==> src/rtl/ili9341_parallel_8bit_rx_if.sv <==
// Bus bundle between an ILI9341 8080-style host and the parallel-write sink.
// master = LCD host side (drives the strobes), slave = the receiver.
interface ili9341_parallel_8bit_rx_if;
    logic        lcd_rst;
    logic        lcd_cs;
    logic        lcd_rs;
    logic        lcd_wr;
    logic        lcd_rd;
    logic [7:0]  lcd_data;

    logic        pix_valid;
    logic [8:0]  pix_x;
    logic [8:0]  pix_y;
    logic [15:0] pix_color;
    logic        frame_done;
    logic        cmd_valid;
    logic [7:0]  cmd_code;
    logic        disp_on;
    logic        sleep_out;
    logic [7:0]  colmod;

    modport master (
        output lcd_rst, lcd_cs, lcd_rs, lcd_wr, lcd_rd, lcd_data,
        input  pix_valid, pix_x, pix_y, pix_color, frame_done,
               cmd_valid, cmd_code, disp_on, sleep_out, colmod
    );

    modport slave (
        input  lcd_rst, lcd_cs, lcd_rs, lcd_wr, lcd_rd, lcd_data,
        output pix_valid, pix_x, pix_y, pix_color, frame_done,
               cmd_valid, cmd_code, disp_on, sleep_out, colmod
    );
endinterface

==> src/rtl/ili9341_parallel_8bit_rx.sv <==
// ILI9341 8-bit parallel write sink: synchronizes the host bus, decodes the
// command/parameter stream, tracks the address window and RAM write cursor,
// and emits one RGB565 pixel event per two data bytes.
module ili9341_parallel_8bit_rx #(
    parameter int SYNC_STAGES = 2,
    parameter int WIDTH       = 320,
    parameter int HEIGHT      = 240
) (
    input logic                       clk,
    input logic                       reset,
    ili9341_parallel_8bit_rx_if.slave bus
);
    localparam logic [7:0] CMD_SWRESET = 8'h01;
    localparam logic [7:0] CMD_SLPIN   = 8'h10;
    localparam logic [7:0] CMD_SLPOUT  = 8'h11;
    localparam logic [7:0] CMD_DISPOFF = 8'h28;
    localparam logic [7:0] CMD_DISPON  = 8'h29;
    localparam logic [7:0] CMD_CASET   = 8'h2A;
    localparam logic [7:0] CMD_PASET   = 8'h2B;
    localparam logic [7:0] CMD_RAMWR   = 8'h2C;
    localparam logic [7:0] CMD_COLMOD  = 8'h3A;
    localparam logic [7:0] CMD_RAMWRC  = 8'h3C;

    localparam logic [15:0] EC_INIT     = 16'(WIDTH - 1);
    localparam logic [15:0] EP_INIT     = 16'(HEIGHT - 1);
    localparam logic [15:0] WIDTH_16    = 16'(WIDTH);
    localparam logic [15:0] HEIGHT_16   = 16'(HEIGHT);
    localparam logic [7:0]  COLMOD_INIT = 8'h66;

    localparam logic [1:0] SEL_CASET  = 2'd0;
    localparam logic [1:0] SEL_PASET  = 2'd1;
    localparam logic [1:0] SEL_COLMOD = 2'd2;

    typedef enum logic [1:0] {IDLE, PARAM, PIX_HI, PIX_LO} state_t;

    // Synchronizer chains; the last stage is the one the decoder sees.
    logic [SYNC_STAGES-1:0] cs_sync;
    logic [SYNC_STAGES-1:0] wr_sync;
    logic [SYNC_STAGES-1:0] rst_sync;
    logic [SYNC_STAGES-1:0] rs_sync;
    logic [7:0]             data_sync [SYNC_STAGES];
    logic                   wr_prev;

    logic       init;
    logic       byte_stb;
    logic       rs_s;
    logic [7:0] d_s;
    logic       unused_rd;

    state_t      state, state_nxt;
    logic [1:0]  par_sel, par_sel_nxt;
    logic [2:0]  par_idx, par_idx_nxt;
    logic [7:0]  par_b0, par_b0_nxt;
    logic [7:0]  par_b1, par_b1_nxt;
    logic [7:0]  par_b2, par_b2_nxt;
    logic [7:0]  pix_hi, pix_hi_nxt;
    logic [15:0] sc, sc_nxt, ec, ec_nxt, sp, sp_nxt, ep, ep_nxt;
    logic [15:0] cur_x, cur_x_nxt, cur_y, cur_y_nxt;

    logic        pix_valid, pix_valid_nxt;
    logic [8:0]  pix_x, pix_x_nxt, pix_y, pix_y_nxt;
    logic [15:0] pix_color, pix_color_nxt;
    logic        frame_done, frame_done_nxt;
    logic        cmd_valid, cmd_valid_nxt;
    logic [7:0]  cmd_code, cmd_code_nxt;
    logic        disp_on, disp_on_nxt;
    logic        sleep_out, sleep_out_nxt;
    logic [7:0]  colmod, colmod_nxt;

    assign unused_rd = bus.lcd_rd;

    // Control-line synchronizers idle at their inactive (high) level after reset
    always_ff @(posedge clk) begin
        if (reset) begin
            cs_sync  <= '1;
            wr_sync  <= '1;
            rst_sync <= '1;
            wr_prev  <= 1'b1;
        end else begin
            cs_sync  <= {cs_sync[SYNC_STAGES-2:0], bus.lcd_cs};
            wr_sync  <= {wr_sync[SYNC_STAGES-2:0], bus.lcd_wr};
            rst_sync <= {rst_sync[SYNC_STAGES-2:0], bus.lcd_rst};
            wr_prev  <= wr_sync[SYNC_STAGES-1];
        end
    end

    // Data-path synchronizers, same depth as WR so the byte lines up with its strobe
    always_ff @(posedge clk) begin
        rs_sync      <= {rs_sync[SYNC_STAGES-2:0], bus.lcd_rs};
        data_sync[0] <= bus.lcd_data;
        for (int i = 1; i < SYNC_STAGES; i++) begin
            data_sync[i] <= data_sync[i-1];
        end
    end

    assign init     = reset | ~rst_sync[SYNC_STAGES-1];
    assign byte_stb = wr_sync[SYNC_STAGES-1] & ~wr_prev & ~cs_sync[SYNC_STAGES-1];
    assign rs_s     = rs_sync[SYNC_STAGES-1];
    assign d_s      = data_sync[SYNC_STAGES-1];

    // State register
    always_ff @(posedge clk) begin
        if (init) state <= IDLE;
        else      state <= state_nxt;
    end

    // Next-state: every command restarts the decoder; data bytes step the pixel pair
    always_comb begin
        state_nxt = state;
        if (byte_stb) begin
            if (!rs_s) begin
                case (d_s)
                    CMD_CASET, CMD_PASET, CMD_COLMOD: state_nxt = PARAM;
                    CMD_RAMWR, CMD_RAMWRC:            state_nxt = PIX_HI;
                    default:                          state_nxt = IDLE;
                endcase
            end else begin
                case (state)
                    PIX_HI:  state_nxt = PIX_LO;
                    PIX_LO:  state_nxt = PIX_HI;
                    default: state_nxt = state;
                endcase
            end
        end
    end

    // Output/datapath decode for the accepted byte
    always_comb begin
        par_sel_nxt    = par_sel;
        par_idx_nxt    = par_idx;
        par_b0_nxt     = par_b0;
        par_b1_nxt     = par_b1;
        par_b2_nxt     = par_b2;
        pix_hi_nxt     = pix_hi;
        sc_nxt         = sc;
        ec_nxt         = ec;
        sp_nxt         = sp;
        ep_nxt         = ep;
        cur_x_nxt      = cur_x;
        cur_y_nxt      = cur_y;
        pix_valid_nxt  = 1'b0;
        pix_x_nxt      = pix_x;
        pix_y_nxt      = pix_y;
        pix_color_nxt  = pix_color;
        frame_done_nxt = 1'b0;
        cmd_valid_nxt  = 1'b0;
        cmd_code_nxt   = cmd_code;
        disp_on_nxt    = disp_on;
        sleep_out_nxt  = sleep_out;
        colmod_nxt     = colmod;

        if (byte_stb) begin
            if (!rs_s) begin
                cmd_valid_nxt = 1'b1;
                cmd_code_nxt  = d_s;
                case (d_s)
                    CMD_CASET: begin
                        par_sel_nxt = SEL_CASET;
                        par_idx_nxt = 3'd0;
                    end
                    CMD_PASET: begin
                        par_sel_nxt = SEL_PASET;
                        par_idx_nxt = 3'd0;
                    end
                    CMD_COLMOD: begin
                        par_sel_nxt = SEL_COLMOD;
                        par_idx_nxt = 3'd0;
                    end
                    CMD_RAMWR: begin
                        cur_x_nxt = sc;
                        cur_y_nxt = sp;
                    end
                    CMD_SLPOUT:  sleep_out_nxt = 1'b1;
                    CMD_SLPIN:   sleep_out_nxt = 1'b0;
                    CMD_DISPON:  disp_on_nxt   = 1'b1;
                    CMD_DISPOFF: disp_on_nxt   = 1'b0;
                    CMD_SWRESET: begin
                        par_sel_nxt   = SEL_CASET;
                        par_idx_nxt   = 3'd0;
                        sc_nxt        = 16'd0;
                        ec_nxt        = EC_INIT;
                        sp_nxt        = 16'd0;
                        ep_nxt        = EP_INIT;
                        cur_x_nxt     = 16'd0;
                        cur_y_nxt     = 16'd0;
                        pix_x_nxt     = 9'd0;
                        pix_y_nxt     = 9'd0;
                        pix_color_nxt = 16'd0;
                        disp_on_nxt   = 1'b0;
                        sleep_out_nxt = 1'b0;
                        colmod_nxt    = COLMOD_INIT;
                    end
                    default: ;
                endcase
            end else begin
                case (state)
                    PARAM: begin
                        if (par_idx != 3'd4) par_idx_nxt = par_idx + 3'd1;
                        if (par_sel == SEL_COLMOD) begin
                            if (par_idx == 3'd0) colmod_nxt = d_s;
                        end else begin
                            case (par_idx)
                                3'd0: par_b0_nxt = d_s;
                                3'd1: par_b1_nxt = d_s;
                                3'd2: par_b2_nxt = d_s;
                                3'd3: begin
                                    // A reversed window is dropped, leaving the old one intact
                                    if ({par_b0, par_b1} <= {par_b2, d_s}) begin
                                        if (par_sel == SEL_CASET) begin
                                            sc_nxt = {par_b0, par_b1};
                                            ec_nxt = {par_b2, d_s};
                                        end else begin
                                            sp_nxt = {par_b0, par_b1};
                                            ep_nxt = {par_b2, d_s};
                                        end
                                    end
                                end
                                default: ;
                            endcase
                        end
                    end
                    PIX_HI: pix_hi_nxt = d_s;
                    PIX_LO: begin
                        pix_x_nxt     = cur_x[8:0];
                        pix_y_nxt     = cur_y[8:0];
                        pix_color_nxt = {pix_hi, d_s};
                        pix_valid_nxt = (cur_x < WIDTH_16) && (cur_y < HEIGHT_16);
                        if (cur_x == ec) begin
                            cur_x_nxt = sc;
                            if (cur_y == ep) begin
                                cur_y_nxt      = sp;
                                frame_done_nxt = 1'b1;
                            end else begin
                                cur_y_nxt = cur_y + 16'd1;
                            end
                        end else begin
                            cur_x_nxt = cur_x + 16'd1;
                        end
                    end
                    default: ;
                endcase
            end
        end
    end

    // Window, cursor and output registers, all returned to init state on reset
    always_ff @(posedge clk) begin
        if (init) begin
            par_sel    <= SEL_CASET;
            par_idx    <= 3'd0;
            sc         <= 16'd0;
            ec         <= EC_INIT;
            sp         <= 16'd0;
            ep         <= EP_INIT;
            cur_x      <= 16'd0;
            cur_y      <= 16'd0;
            pix_valid  <= 1'b0;
            pix_x      <= 9'd0;
            pix_y      <= 9'd0;
            pix_color  <= 16'd0;
            frame_done <= 1'b0;
            cmd_valid  <= 1'b0;
            cmd_code   <= 8'h00;
            disp_on    <= 1'b0;
            sleep_out  <= 1'b0;
            colmod     <= COLMOD_INIT;
        end else begin
            par_sel    <= par_sel_nxt;
            par_idx    <= par_idx_nxt;
            sc         <= sc_nxt;
            ec         <= ec_nxt;
            sp         <= sp_nxt;
            ep         <= ep_nxt;
            cur_x      <= cur_x_nxt;
            cur_y      <= cur_y_nxt;
            pix_valid  <= pix_valid_nxt;
            pix_x      <= pix_x_nxt;
            pix_y      <= pix_y_nxt;
            pix_color  <= pix_color_nxt;
            frame_done <= frame_done_nxt;
            cmd_valid  <= cmd_valid_nxt;
            cmd_code   <= cmd_code_nxt;
            disp_on    <= disp_on_nxt;
            sleep_out  <= sleep_out_nxt;
            colmod     <= colmod_nxt;
        end
    end

    // Parameter shadow bytes and the pending high pixel byte carry no reset
    always_ff @(posedge clk) begin
        par_b0 <= par_b0_nxt;
        par_b1 <= par_b1_nxt;
        par_b2 <= par_b2_nxt;
        pix_hi <= pix_hi_nxt;
    end

    assign bus.pix_valid  = pix_valid;
    assign bus.pix_x      = pix_x;
    assign bus.pix_y      = pix_y;
    assign bus.pix_color  = pix_color;
    assign bus.frame_done = frame_done;
    assign bus.cmd_valid  = cmd_valid;
    assign bus.cmd_code   = cmd_code;
    assign bus.disp_on    = disp_on;
    assign bus.sleep_out  = sleep_out;
    assign bus.colmod     = colmod;
endmodule

==> src/flat_wrapper.sv <==
// flat-port wrapper written by rule: the top's interface ports become plain ports
module ili9341_parallel_8bit_rx_flat 
#(
    parameter int SYNC_STAGES = 2,
    parameter int WIDTH       = 320,
    parameter int HEIGHT      = 240
)
  (clk, reset, bus_lcd_rst, bus_lcd_cs, bus_lcd_rs, bus_lcd_wr, bus_lcd_rd, bus_lcd_data, bus_pix_valid, bus_pix_x, bus_pix_y, bus_pix_color, bus_frame_done, bus_cmd_valid, bus_cmd_code, bus_disp_on, bus_sleep_out, bus_colmod);
  ili9341_parallel_8bit_rx_if bus_i ();
  input logic clk;
  input logic reset;
  input wire logic [$bits(bus_i.lcd_rst)-1:0] bus_lcd_rst;
  input wire logic [$bits(bus_i.lcd_cs)-1:0] bus_lcd_cs;
  input wire logic [$bits(bus_i.lcd_rs)-1:0] bus_lcd_rs;
  input wire logic [$bits(bus_i.lcd_wr)-1:0] bus_lcd_wr;
  input wire logic [$bits(bus_i.lcd_rd)-1:0] bus_lcd_rd;
  input wire logic [$bits(bus_i.lcd_data)-1:0] bus_lcd_data;
  output wire logic [$bits(bus_i.pix_valid)-1:0] bus_pix_valid;
  output wire logic [$bits(bus_i.pix_x)-1:0] bus_pix_x;
  output wire logic [$bits(bus_i.pix_y)-1:0] bus_pix_y;
  output wire logic [$bits(bus_i.pix_color)-1:0] bus_pix_color;
  output wire logic [$bits(bus_i.frame_done)-1:0] bus_frame_done;
  output wire logic [$bits(bus_i.cmd_valid)-1:0] bus_cmd_valid;
  output wire logic [$bits(bus_i.cmd_code)-1:0] bus_cmd_code;
  output wire logic [$bits(bus_i.disp_on)-1:0] bus_disp_on;
  output wire logic [$bits(bus_i.sleep_out)-1:0] bus_sleep_out;
  output wire logic [$bits(bus_i.colmod)-1:0] bus_colmod;
  assign bus_i.lcd_rst = bus_lcd_rst;
  assign bus_i.lcd_cs = bus_lcd_cs;
  assign bus_i.lcd_rs = bus_lcd_rs;
  assign bus_i.lcd_wr = bus_lcd_wr;
  assign bus_i.lcd_rd = bus_lcd_rd;
  assign bus_i.lcd_data = bus_lcd_data;
  assign bus_pix_valid = bus_i.pix_valid;
  assign bus_pix_x = bus_i.pix_x;
  assign bus_pix_y = bus_i.pix_y;
  assign bus_pix_color = bus_i.pix_color;
  assign bus_frame_done = bus_i.frame_done;
  assign bus_cmd_valid = bus_i.cmd_valid;
  assign bus_cmd_code = bus_i.cmd_code;
  assign bus_disp_on = bus_i.disp_on;
  assign bus_sleep_out = bus_i.sleep_out;
  assign bus_colmod = bus_i.colmod;
  ili9341_parallel_8bit_rx #(.SYNC_STAGES(SYNC_STAGES), .WIDTH(WIDTH), .HEIGHT(HEIGHT)) u_core (.clk(clk), .reset(reset), .bus(bus_i));
endmodule
==> config.mk <==
export PLATFORM = sky130hd
export DESIGN_NAME = ili9341_parallel_8bit_rx_flat
export DESIGN_NICKNAME = d
export VERILOG_FILES = /design/src/rtl/ili9341_parallel_8bit_rx_if.sv /design/src/rtl/ili9341_parallel_8bit_rx.sv /design/src/flat_wrapper.sv
export SDC_FILE = /design/constraint.sdc
export NUM_CORES = 1
export LEC_CHECK = 0
export CORE_MARGIN = 2
export CORE_UTILIZATION = 47
export DETAILED_ROUTE_END_ITERATION = 10
export PLACE_DENSITY = 0.68
export SLEW_MARGIN = 10
export SYNTH_ARGS = -nofsm -noshare
export SYNTH_HDL_FRONTEND = slang
export SYNTH_SLANG_ARGS = --single-unit
export TNS_END_PERCENT = 5
==> constraint.sdc <==
create_clock -name clk -period 2.46 [get_ports clk]
set_input_delay 0.492 -clock clk [delete_from_list [all_inputs] [get_ports clk]]
set_output_delay 0.492 -clock clk [all_outputs]
set_load 0.02 [all_outputs]
# [Yosys cells after proc, flatten, opt, wreduce, memory -nomap -nowiden]
# Memory sizes are Yosys's and may differ from the RTL's.
# Cells that the tools add are included.
[classes] n_lt_le_gt_ge=3 n_eq_ne=32 bitwise_logic=11 add_sub_neg=3 n_shift=0 n_mux=60 reduce_logical=34 div=0 n_mul=0
[op_table] cell="two-way mux 16 bit" n=36
[op_table] cell="case mux 16 bit (2 select lines)" n=2
[op_table] cell="== test 8 x 6 -> 1 bit (second input constant)" n=7
[op_table] cell="two-way mux 9 bit" n=5
[op_table] cell="two-way mux 8 bit" n=5
[op_table] cell="adder 16 x 1 -> 16 bit (second input constant)" n=2
[op_table] cell="== test 16 bit" n=2
[op_table] cell="!= test 2 bit (second input constant)" n=11
[op_table] cell="AND reduction 5 bit" n=4
[op_table] cell="AND reduction 3 bit" n=6
[op_table] cell="== test 8 x 5 -> 1 bit (second input constant)" n=2
[op_table] cell="less-or-equal comparator 16 bit" n=1
[op_table] cell="less-than comparator 16 x 8 -> 1 bit (second input constant)" n=1
[op_table] cell="less-than comparator 16 x 9 -> 1 bit (second input constant)" n=1
[op_table] cell="AND reduction 7 bit" n=2
[op_table] cell="two-way mux 3 bit" n=4
[op_table] cell="OR reduction 2 bit" n=5
[op_table] cell="== test 8 x 1 -> 1 bit (second input constant)" n=1
[op_table] cell="NOT 1 bit" n=8
[op_table] cell="case mux 2 bit (2 select lines)" n=2
[op_table] cell="AND reduction 4 bit" n=2
[op_table] cell="nonzero test 2 bit" n=4
[op_table] cell="OR reduction 4 bit" n=2
[op_table] cell="== test 2 bit (second input constant)" n=3
[op_table] cell="18 further kinds" n=25
[word_totals] latchBits=0 input_bits=15 elab_cells=172 ram_bits=16 mem_bits_ro=0 out_inout_bits=55 reg_bits=199 mem_count=1
[memory_table] name="u_core.data_sync" depth=2 word_bits=8 rd=2 rd_ports_with_merged_regs=0 write_ports=2 line="ili9341_parallel_8bit_rx.sv:41" text="logic [7:0] data_sync [SYNC_STAGES];"

# [Logic depth before layout (Yosys ltp)]
[logic_depth] ltp_word=7 ltp_mapped=11 mapped_depth_nobuf=8

# [Least setup slack after synthesis]
# No wires, ideal clock.
[synth_timing] path_type="flip-flop to flip-flop" start="memory u_core.data_sync[1][5], in the netlist u_core.data_sync[0][13]" end="register u_core.sp[0]" required_ps=2388 path_stages_with_launch=11 period_less_slack_ps=2396 setup_time_ps=72 setup_slack_ps=64 n_path_buf=2 t_arrival_ps=2325 path_cell_list="dfxtp_1 clkbuf_1 inv_1 ha_1 a21o_1 nand3_1 a2111oi_0 a211o_1 a221oi_4 buf_6 mux2i_1"
[synth_rtl] item="start, declared" line="ili9341_parallel_8bit_rx.sv:41"
[synth_rtl] item="end signal, assigned" line="ili9341_parallel_8bit_rx.sv:272" text="sp <= sp_nxt;"
[synth_rtl] item="end, declared" line="ili9341_parallel_8bit_rx.sv:57" text="logic [15:0] sc, sc_nxt, ec, ec_nxt, sp, sp_nxt, ep, ep_nxt;"

# [Final worst setup path]
[layout_timing] start="register u_core.par_b2[5]" end="register u_core.ep[9]"
[layout_via] elab_chain_cells=3
[layout_rtl] item="start, declared" line="ili9341_parallel_8bit_rx.sv:55" text="logic [7:0] par_b2, par_b2_nxt;"
[layout_rtl] item="start signal, assigned" line="ili9341_parallel_8bit_rx.sv:293" text="par_b2 <= par_b2_nxt;"
[layout_rtl] item="less-or-equal comparator 16 bit" line="ili9341_parallel_8bit_rx.sv:208" text="if ({par_b0, par_b1} <= {par_b2, d_s}) begin"
[layout_rtl] item="!= test 2 bit (no source line)"
[layout_rtl] item="AND reduction 7 bit (no source line)"
[layout_rtl] item="end signal, assigned" line="ili9341_parallel_8bit_rx.sv:273" text="ep <= ep_nxt;"
[layout_rtl] item="end, declared" line="ili9341_parallel_8bit_rx.sv:57"
# Every way passes these cells.
# A chain may end at the register's enable or synchronous reset.

==> out/qor.csv <==
metric,value,unit
crit path DAT,2.97,ns
drt wl/cell,18.6,um
critical path class,reg -> reg,
asr flop ratio synth,0,%
die height,145,um
Clock Sinks,215,
Yosys top cell area share,39.4,%
Maximum Capacitance Violations,0,
Final min period,2.53,ns
total global-route track usage,23.6,%
Pwr per Cell Area,627,nW/um^2
Setup Skew,0.0116,ns
initial antenna violation count,0,
Max Slew Vio Count,0,
Overflow after GRT,0,
"area leader, netlist",dfxtp_1,
"commonest cells after routing, fill and taps aside","dfxtp_1 (182), nand2_1 (147), nor2_1 (90)",
DIE AREA,20900,sq um
most used routing layer,met2,
met2 Use GR,37.3,%
CP max FO,6,
final setup TNS,-1.74,ns
worst vdd ir,0.483,mV
Synth Instances,997,
DR vias,7671,
placed cell areas,10600,sq um
RSZ-0062 raised after global routing,yes,
"commonest non-fill, non-tap cell in the layout",dfxtp_1,
Main synth FF type,dfxtp_1,
starting density of the core,47.8,%
Net Switching,1580,uW
Setup WS post-layout,-0.0686,ns
global-route met1 utilization,33.6,%
fin nets,1127,
syn avg cell area,9.33,sq um
ANT nets after route,0,
DIE WIDTH,145,um
row cnt,51,
input/output buffers,68,
CP Capture Type,register,
placed cell count,1322,
DR pass1 iterations,5,
Area Overhead vs Synth,22.6,%
slew margin rel.,59.4,%
register area share after synthesis,49.7,%
# IOs,70,
final period utilization,103,%
Leakage,0.00436,uW
antenna cells,0,
hpwl dp,17700,um
worst skew pair latency,0.51,ns
Gate power share,3.6,%
Core ar.,19500,sq um
Yosys reg bits,215,
DRC viols,0,
failing checks,negative setup slack,
Flop pwr share,50.3,%
Highest Clock Rate,0.395,GHz
final setup fails,37,
initial DRC count,733,
Cell Int Power,5580,uW
clock root buffer,clkbuf_16,
Clock power frac,46.1,%
H-Tree Depth,1,
via density per instance,5.60,
outcome,"complete, but fails checks",
CTS tree,yes,
Hold WC Path Type,reg -> reg,
Mapped Area,9310,sq um
Syn Nets,1035,
crit start category,register,
share of layout cells above drive strength 1,12.0,%
Synth area leaders,"dfxtp_1 (39%), edfxtp_1 (10%), mux2i_1 (6.9%)",
Final GP Congestion,0.905,
Switching Share,22.0,%
Finished Layout Cells,1369,
Tot Pwr,7150,uW
first-pass GRT wire length,38400,um
"EDFF count, synth",32,
CTS Buf Count,22,
"Distinct cells, synth",57,
"Hold Vio Cnt, Final",0,
pin count of the biggest net entering global routing,60,
cell area after layout,11400,sq um
number of global-route vias before repair,6917,
DRT Wirelength,25500,um
Ys Warns,0,
Critical Path RT,2.90,ns
worst slew pin tran,0.607,ns
clk slew on worst S/H paths,0.06,ns
GR Layer Usage met3,3.42,%
CTS Buffer Depth,3,
==> kinds of logic after synthesis <==
group / Yosys count / share of synthesized area (%)
simple gates: 347 / 17.0
flops: 215 / 49.7
compound gates: 195 / 13.9
buf+inv: 105 / 4.92
mux: 64 / 6.88
xor+xnor: 48 / 4.52
fa+ha+maj: 23 / 3.09
==> worst paths after layout <==
path / from / endpoint / slack [ns] / cells after the start
max reg2reg: u_core.par_b2[5]$_DFFE_PP_ / u_core.ep[9]$_SDFFE_PP0P_ / -0.07 / 10
min reg2reg: u_core.data_sync[0][6]$_DFF_P_ / u_core.data_sync[0][14]$_DFF_P_ / 0.32 / 0
max: u_core.par_b2[5]$_DFFE_PP_ / u_core.ep[9]$_SDFFE_PP0P_ / -0.07 / 10
min: u_core.data_sync[0][6]$_DFF_P_ / u_core.data_sync[0][14]$_DFF_P_ / 0.32 / 0
==> synthesized netlist by cell type, types with 10 or more instances <==
library cell and instances:
a21oi_1 51, a22oi_1 36, and2_1 10, clkbuf_1 60
dfxtp_1 183, edfxtp_1 32, ha_1 23, inv_1 28
mux2i_1 64, nand2_1 147, nand3_1 21, nand4_1 12
nor2_1 90, nor3_1 14, nor4_1 22, o21a_1 11
o21ai_0 34, xor2_1 39
==> area by class of cell <==
cell class | instances | area (sq um)
repair buffers | 144 | 1370
clock inverters | 8 | 72.6
clock buffers | 31 | 636
multi-input cells | 677 | 4270
flip-flops and latches | 215 | 4630
well taps | 265 | 332
inverters | 29 | 109
fillers | 1664 | 8050
==> power by group through the flow <==
stage	Clock [uW]	Combinational, uW	Sequential [uW]
after floorplan	0	130	3670
after global placement	0	251	3670
after detailed placement	0	253	3670
after CTS	3340	254	3600
after global routing	3470	274	3600
final	3300	259	3600
==> through the flow <==
stage,setup WS [ns],hold WS [ns],util (%)
3_3_place_gp,0.0106,0.311,54.3
2_1_floorplan,0.0636,0.310,-
4_1_cts,-0.0677,0.324,58.0
3_5_place_dp,-0.0370,0.312,54.3
5_1_grt,-0.250,0.328,58.6
6_report,-0.0686,0.321,58.6
==> critical path, cell delays in order, from the launching register on <==
cell and delay (ns):
edfxtp_1 0.41, inv_1 0.08, ha_1 0.24, nand4_1 0.15, o2111ai_1 0.12, a311o_1 0.29
a211o_1 0.34, a221oi_4 0.29, buf_6 0.19, buf_6 0.17, mux2i_1 0.19
==> state kept, by name, summed over array words and instances, names as in the netlist, 2 cells and up <==
signal and flops:
u_core.rst_sync 2, u_core.par_sel 2, u_core.ec 16, u_core.sc 16, u_core.bus.pix_y 9, u_core.ep 16, u_core.pix_hi 8, u_core.par_b1 8
u_core.par_b0 8, u_core.par_b2 8, u_core.bus.pix_color 16, u_core.bus.pix_x 9, u_core.data_sync 16, u_core.cur_x 16, u_core.rs_sync 2, u_core.sp 16
u_core.state 2, u_core.cur_y 16, u_core.bus.colmod 8, u_core.cs_sync 2, u_core.wr_sync 2, u_core.bus.cmd_code 8, u_core.par_idx 3
==> what timing repair did <==
| action | 4_1_cts | 5_1_grt |
|---|---|---|
| setup buffers | 0 | 5 |
| gates cloned | 0 | 3 |
| hold buffers | 0 | 0 |
| resized for setup | 2 | 7 |
| setup endpoints to repair | 37 | 63 |
| pin swaps | 1 | 5 |
==> routing by layer <==
layer | wire, um | part of all wire, %
met2 | 11600 | 45
met1 | 11500 | 45
met4 | 843 | 3.3
met3 | 1510 | 5.9
met5 | 0 | 0
No activity file was read; power rests on OpenSTA's default activity.
